**src/rtl/keypad_scan.sv**
```systemverilog
// 4x4 matrix keypad scanner. It drives one row low at a time and samples the
// synchronized columns at the end of each row dwell. A press or a release is
// accepted only after DEB_N consecutive identical samples. One key at a time:
// while a key is held, the scan stays parked on that key's row.
module keypad_scan #(
    parameter int SCAN_CYCLES = 4,
    parameter int DEB_N       = 3
) (
    input  logic       clk,
    input  logic       rst_n,
    output logic [3:0] rows,
    input  logic [3:0] cols,
    output logic [3:0] key,
    output logic       key_valid,
    output logic       key_down
);

    localparam int DW = $clog2(SCAN_CYCLES);
    localparam int CW = (DEB_N > 1) ? $clog2(DEB_N + 1) : 1;
    localparam logic [DW-1:0] DWELL_MAX = DW'(SCAN_CYCLES - 1);
    localparam logic [CW-1:0] CNT_DONE  = CW'(DEB_N);

    typedef enum logic [1:0] {
        SCAN     = 2'd0,
        DEBOUNCE = 2'd1,
        HELD     = 2'd2,
        RELEASE  = 2'd3
    } state_t;

    state_t          state, state_n;
    logic [1:0]      r, r_n;
    logic [DW-1:0]   dwell;
    logic [3:0]      cs_meta, cs;
    logic [3:0]      p, p_n;
    logic [CW-1:0]   cnt, cnt_n;
    logic [3:0]      key_n;
    logic            key_valid_n;
    logic            key_down_n;
    logic            sample;

    // Column index of the lowest pulled-low column (lowest index wins).
    function automatic logic [1:0] low_zero(input logic [3:0] v);
        logic [1:0] idx;
        idx = 2'd0;
        if (!v[0])      idx = 2'd0;
        else if (!v[1]) idx = 2'd1;
        else if (!v[2]) idx = 2'd2;
        else if (!v[3]) idx = 2'd3;
        return idx;
    endfunction

    assign rows   = ~(4'b0001 << r);
    assign sample = (dwell == DWELL_MAX);

    // Two-flop synchronizer for the asynchronous column inputs (idle = all high).
    always_ff @(posedge clk or negedge rst_n) begin
        if (!rst_n) begin
            cs_meta <= 4'hF;
            cs      <= 4'hF;
        end else begin
            cs_meta <= cols;
            cs      <= cs_meta;
        end
    end

    // Row dwell counter. The row index only moves at a sample point, so
    // wrapping here also restarts the dwell on every row change.
    always_ff @(posedge clk or negedge rst_n) begin
        if (!rst_n) begin
            dwell <= '0;
        end else if (sample) begin
            dwell <= '0;
        end else begin
            dwell <= dwell + DW'(1);
        end
    end

    // Next-state and output decode; every decision happens at a sample point.
    // The key code is built from cs, which equals the latched pattern whenever
    // a press is accepted.
    always_comb begin
        state_n     = state;
        r_n         = r;
        p_n         = p;
        cnt_n       = cnt;
        key_n       = key;
        key_valid_n = 1'b0;
        key_down_n  = key_down;
        if (sample) begin
            case (state)
                SCAN: begin
                    if (cs == 4'hF) begin
                        r_n = r + 2'd1;
                    end else begin
                        p_n   = cs;
                        cnt_n = CW'(1);
                        if (DEB_N == 1) begin
                            key_n       = {r, low_zero(cs)};
                            key_valid_n = 1'b1;
                            key_down_n  = 1'b1;
                            state_n     = HELD;
                        end else begin
                            state_n = DEBOUNCE;
                        end
                    end
                end
                DEBOUNCE: begin
                    if (cs == p) begin
                        cnt_n = cnt + CW'(1);
                        if (cnt + CW'(1) == CNT_DONE) begin
                            key_n       = {r, low_zero(cs)};
                            key_valid_n = 1'b1;
                            key_down_n  = 1'b1;
                            state_n     = HELD;
                        end
                    end else begin
                        r_n     = r + 2'd1;
                        state_n = SCAN;
                    end
                end
                HELD: begin
                    if (cs == 4'hF) begin
                        cnt_n = CW'(1);
                        if (DEB_N == 1) begin
                            key_down_n = 1'b0;
                            r_n        = r + 2'd1;
                            state_n    = SCAN;
                        end else begin
                            state_n = RELEASE;
                        end
                    end
                end
                RELEASE: begin
                    if (cs == 4'hF) begin
                        cnt_n = cnt + CW'(1);
                        if (cnt + CW'(1) == CNT_DONE) begin
                            key_down_n = 1'b0;
                            r_n        = r + 2'd1;
                            state_n    = SCAN;
                        end
                    end else begin
                        state_n = HELD;
                    end
                end
                default: begin
                    state_n = SCAN;
                end
            endcase
        end
    end

    // State and registered outputs.
    always_ff @(posedge clk or negedge rst_n) begin
        if (!rst_n) begin
            state     <= SCAN;
            r         <= 2'd0;
            p         <= 4'hF;
            cnt       <= '0;
            key       <= 4'd0;
            key_valid <= 1'b0;
            key_down  <= 1'b0;
        end else begin
            state     <= state_n;
            r         <= r_n;
            p         <= p_n;
            cnt       <= cnt_n;
            key       <= key_n;
            key_valid <= key_valid_n;
            key_down  <= key_down_n;
        end
    end

endmodule

```
**config.mk**
```make
export PLATFORM = sky130hd
export DESIGN_NAME = keypad_scan
export DESIGN_NICKNAME = d
export VERILOG_FILES = /design/src/rtl/keypad_scan.sv
export SDC_FILE = /design/constraint.sdc
export NUM_CORES = 1
export LEC_CHECK = 0
export ABC_AREA = 0
export CAP_MARGIN = 10
export CORE_MARGIN = 4
export CORE_UTILIZATION = 53
export DETAILED_ROUTE_END_ITERATION = 12
export PLACE_DENSITY_LB_ADDON = 0.12
export RECOVER_POWER = 50
export SLEW_MARGIN = 10
export SYNTH_ARGS = -nofsm -noshare
export SYNTH_HDL_FRONTEND = slang
export SYNTH_SLANG_ARGS = --single-unit
```
**constraint.sdc**
```tcl
create_clock -name clk -period 2.5 [get_ports clk]
set_clock_uncertainty 0.15 [all_clocks]
set_input_delay 0.375 -clock clk [delete_from_list [all_inputs] [get_ports clk]]
set_output_delay 0.375 -clock clk [all_outputs]
set_load 0.1 [all_outputs]
```
==> flow_summary.toml, run 1 <==
[cts]
cts_buffers = 3
cts_tree = "yes"
clk_latency_ns = 0.31
clk_pin_slew_ns = 0.14
cts_repair_resize_count = 0
cts_max_path_buffers = 2
holdBufCountCts = 0
clock_sinks = 26
post_cts_buffers = 0
cts_max_level = 1
cts_root_buffer = "clkbuf_4"

[power]
pwr-share-comb_pct = 41.0
power_leakage_nw = 0.6239
cellPowerDensity_mw_per_mm2 = 1120
sw_frac_of_total_pct = 43.07
vdd_drop_max_v = 0.0008195
p_switching_mw = 0.6746
p_clk_share_pct = 18.1
internal-power_mw = 0.8915
pwr-share-seq_pct = 40.9

[layout]
nNetsFinal = 129
final_cell_mix = "dfrtp_1 (14), dfstp_2 (12), inv_1 (10), buf_4 (10), o21ai_0 (9)"
instances_no_fill = 143
diodes = 0
layout_commonest_cell = "dfrtp_1"
nFillCells = 152
post_route_cells_drive_above_1_share_pct = 31.90
synthToLayoutAreaGrowth_pct = 16.70

[global_route]
grt-ovfl-total = 0
grt_pass1_vias = 712
grt_antenna_before_repair = 0
track_usage_pct = 13.16
grt_pass1_wl_mm = 3.243
grt_max_degree = 27

[die]
rows = 16
die-area_mm2 = 0.003086
start_util_pct = 58.13
ios = 16
core_area_mm2 = 0.002062
die_w_um = 55.56
die_height_um = 55.56

[detailed_routing]
firstDrtPassIters = 4
drc_errors = 0
initialDrtViolationCount = 15
vias = 782
viasPerCell = 5.469
routedWlPerCell_um = 13.15
ant_nets = 0
drt_wl_total_mm = 1.880

[logic_synthesis]
ys_warn_count = 0
synth_edf_count = 0
syn_avg_cell_area_um2 = 12.11
syn-cell-area_mm2 = 0.001199
ys_seq_elements = 26
syn_inst = 99
ys.flop_type = "dfrtp_1"
syn_nets = 111
ys_types = 25
async_flop_share_pct = 100.0
yosysSeqAreaShare_pct = 55.53

[placement]
place.gp.congestion = 0.7057
dp_hpwl_mm = 1.316
place_inst = 139
port_buffers = 15

[timing]
min_period_ns = 1.978
finalHoldViolCount = 0
max_slew_margin_pct = 15.01
maxSlewViolCount = 0
setup-violations-final = 0
setup_tns_ns = 0
post-route-period-util_pct = 79.13
worst_pin_slew_ns = 1.275
grt_setup_unrepaired = "false"
fmax_mhz = 505.5
hold_slack_ns = 0.2170

[run_status]
status = "finished clean"

[critical_path]
worstPathMaxFanout = 13
path_class = "flip-flop to flip-flop"
crit_path_end_kind = "flip-flop"
worstPathArrival_ns = 2.05
startpoint_type = "flip-flop"
cp.required_ns = 2.57

[hold_path]
hold_class = "flip-flop to flip-flop"

[run]
max_cap_violations = 0
==> kinds of logic (layout without fill, tap and decap cells) <==
kind of cell | count (synthesis) | count (layout) | share of synthesized area, %
buf+inv | 13 | 30 | 4.384
flops | 26 | 26 | 55.53
compound gates | 16 | 16 | 8.768
mux | 7 | 7 | 7.515
xor+xnor | 5 | 5 | 3.653
simple gates | 26 | 26 | 13.88
fa+ha+maj | 6 | 6 | 6.263
==> per-layer routing <==
metal	vias to the layer above	wire (um)	track usage (%)
met4	0	31	6.250
li1	371	-	-
met5	-	0	0
met1	379	795	15.80
met2	28	920	21.28
met3	4	132	4.196
==> registers in the layout (all words and copies together), names as in the netlist <==
name and flops:
key 4, key_down 1, cs_meta 4, r 2
p 4, key_valid 1, state 2, cnt 2
cs 4, dwell 2
==> power groups by stage <==
stage                     clock [mW]  sequential (mW)  combinational, mW
after floorplan                    0            0.654              0.502
after global placement             0            0.641              0.629
after detailed placement           0            0.645              0.644
after CTS                      0.291            0.640              0.650
after global routing           0.312            0.657              0.681
final                          0.283            0.640              0.643
==> synthesized netlist by cell type (all sizes together), types with 2 or more instances <==
cell / instances / area (um2)
a31oi: 3 / 33.78
nor2b: 3 / 26.27
a21oi: 2 / 10.01
mux2: 7 / 90.08
o21ai: 9 / 45.04
ha: 6 / 75.07
nand4: 4 / 31.28
nand3: 4 / 20.02
nor2: 2 / 7.510
and4: 2 / 17.52
dfrtp: 14 / 350.3
xnor2: 5 / 43.79
buf: 3 / 15.01
nand2b: 3 / 18.77
nand2: 6 / 22.52
dfstp: 12 / 315.3
inv: 10 / 37.54
==> critical path, cell delays in order (launching register included) <==
cell	delay, ns
dfrtp_1	0.38
ha_1	0.44
nand3_1	0.24
nor3_4	0.34
mux2_4	0.33
==> per-stage QoR <==
| stage | util, % | worst slack [ns] | power, mW | cell area (um2) |
|---|---|---|---|---|
| after detailed placement | 65.47 | 0.5731 | 1.289 | 1350 |
| after global routing | 67.84 | 0.3854 | 1.650 | 1399 |
| final | 67.84 | 0.5219 | 1.566 | 1399 |
| after floorplan | - | 0.7070 | 1.155 | 1199 |
| after global placement | 65.47 | 0.6029 | 1.271 | 1350 |
| after CTS | 68.02 | 0.5547 | 1.581 | 1403 |
==> area by class of cell <==
class / count / area [um2] / share of cell area [%]
clock inverter: 1 / 30.03 / 2.147
tap: 27 / 33.78 / 2.415
inverter: 10 / 37.54 / 2.683
sequential: 26 / 665.6 / 47.58
multi-input combinational: 60 / 480.5 / 34.35
clock buffer: 3 / 22.52 / 1.610
timing repair buffer: 16 / 128.9 / 9.213
==> final timing paths <==
kind                             from         to  slack, ns  cells after the start
max in group asynchronous       rst_n     cnt[1]       0.77                      2
hold reg to reg            cs_meta[1]      cs[1]       0.22                      0
hold / removal             cs_meta[1]      cs[1]       0.22                      0
min in group asynchronous       rst_n  key_valid       0.69                      2
setup / recovery             dwell[0]     key[3]       0.52                      4
setup reg to reg             dwell[0]     key[3]       0.52                      4
Note: power is estimated with default switching activity, not from simulation.
==> inputs of run 2 (changes only) <==
==> constraint.sdc (replaced) <==
create_clock -name clk -period 2.1 [get_ports clk]
set_clock_uncertainty 0.15 [all_clocks]
set_input_delay 0.315 -clock clk [delete_from_list [all_inputs] [get_ports clk]]
set_output_delay 0.315 -clock clk [all_outputs]
set_load 0.1 [all_outputs]
==> flow_summary.toml, run 2 (synthesis gave the netlist of run 1 again) <==
[run_status]
status = "finished clean"

[layout]
multi_input_area_um2 = 480.5
post_route_cells_drive_above_1_share_pct = 33.05
nNetsFinal = 131
layout_commonest_cell = "dfrtp_1"
nFillCells = 143
final_cell_mix = "dfrtp_1 (14), dfstp_2 (12), inv_1 (10)"
seqCellArea_um2 = 665.6
synthToLayoutAreaGrowth_pct = 22.13
diodes = 0

[cts]
clock_sinks = 26
cts_repair_resize_count = 0
cts_root_buffer = "clkbuf_4"
cts_buffers = 3
clk_pin_slew_ns = 0.14
holdBufCountCts = 0
post_cts_buffers = 0
clk_latency_ns = 0.32
cts_max_level = 1
cts_tree = "yes"
cts_max_path_buffers = 2

[die]
die_w_um = 55.56
die-area_mm2 = 0.003086
rows = 16
core_area_mm2 = 0.002062
start_util_pct = 58.13
ios = 16
die_height_um = 55.56

[global_route]
grt_pass1_vias = 721
grt_pass1_wl_mm = 3.249
grt-ovfl-total = 0
use_met2_pct = 22.47
grtUsageMet1_pct = 16.44
grt_busiest_layer = "met2"
grt_max_degree = 27
grt_antenna_before_repair = 0
track_usage_pct = 13.27
grtUsageMet3_pct = 3.497

[timing]
setup-violations-final = 0
grt_setup_unrepaired = "false"
setup_tns_ns = 0
fmax_mhz = 526.0
worst_pin_slew_ns = 1.299
finalHoldViolCount = 0
post-route-period-util_pct = 90.53
max_slew_margin_pct = 13.40
min_period_ns = 1.901
maxSlewViolCount = 0

[hold_path]
hold_class = "flip-flop to flip-flop"

[power]
vdd_drop_max_v = 0.001070
power_leakage_nw = 0.6558
cellPowerDensity_mw_per_mm2 = 1353
power_mw = 1.981

[critical_path]
path_class = "flip-flop to flip-flop"
worstPathMaxFanout = 6
cp_slowest_cell = "dfstp_2"
crit_path_end_kind = "flip-flop"
worstPathArrival_ns = 1.97
startpoint_type = "flip-flop"
cp_cell_sequence = "xnor2_1 > nand4_2 > nor2b_4 > a31oi_4 > mux2_4"
cp.required_ns = 2.17
slowest_delay_ns = 0.60

[detailed_routing]
viasPerCell = 5.331
drt_wl_total_mm = 1.842
drc_errors = 0
firstDrtPassIters = 7
initialDrtViolationCount = 25
routedWlPerCell_um = 12.70
ant_nets = 0
vias = 773

[run]
max_cap_violations = 0

[placement]
port_buffers = 15
dp_hpwl_mm = 1.375
place.gp.congestion = 0.7701
==> run 2: cell types whose count changed in the layout (fill, tap and decap cells not counted), sizes merged <==
cell / delta
buf: +2
==> run 2: critical path, delay by kind of cell (launching register included) <==
family	cells	cell delay (ns)
muxes	1	0.31
AOI/OAI and AO/OA	1	0.22
DFF	1	0.60
and+or+nand+nor	2	0.37
xor gates and xnor gates	1	0.14
==> run 2: cell type report <==
type                       instances  area share (%)
timing repair buffer              18           13.25
clock inverter                     1           2.051
tap                               27           2.308
multi-input combinational         60           32.82
sequential                        26           45.47
clock buffer                       3           1.538
inverter                          10           2.564
==> run 2: path summary, 6_finish.rpt <==
kind                       endpoint  depth (start not counted)       start  slack, ns
min in group asynchronous    key[0]                          2       rst_n       0.63
setup / recovery               r[1]                          5       cs[3]       0.20
hold reg to reg               cs[3]                          0  cs_meta[3]       0.22
setup reg to reg               r[1]                          5       cs[3]       0.20
max in group asynchronous    cnt[0]                          2       rst_n       0.40
hold / removal                cs[3]                          0  cs_meta[3]       0.22
==> run 2: power by group <==
group,switching [mW],internal (mW)
Sequential,0.125,0.639
Clock,0.144,0.193
Combinational,0.549,0.330
Total,0.818,1.16
==> run 2: per-layer routing <==
| metal | part of all wire (%) | wire length [um] |
|---|---|---|
| met1 | 42 | 766 |
| met2 | 51 | 941 |
| met3 | 6.4 | 117 |
| met4 | 0.87 | 16 |
| met5 | 0 | 0 |
==> run 2: through the flow <==
stage,util [%],instances,area [um2],hold WS [ns],setup slack (ns)
after floorplan,-,99,1199,-0.1306,0.3070
after global placement,68.63,141,1415,0.1954,0.2476
after detailed placement,68.63,141,1415,0.1969,0.2184
after CTS,71.18,145,1468,0.1890,0.1864
after global routing,71.00,145,1464,0.2221,0.09856
final,71.00,145,1464,0.2157,0.1989
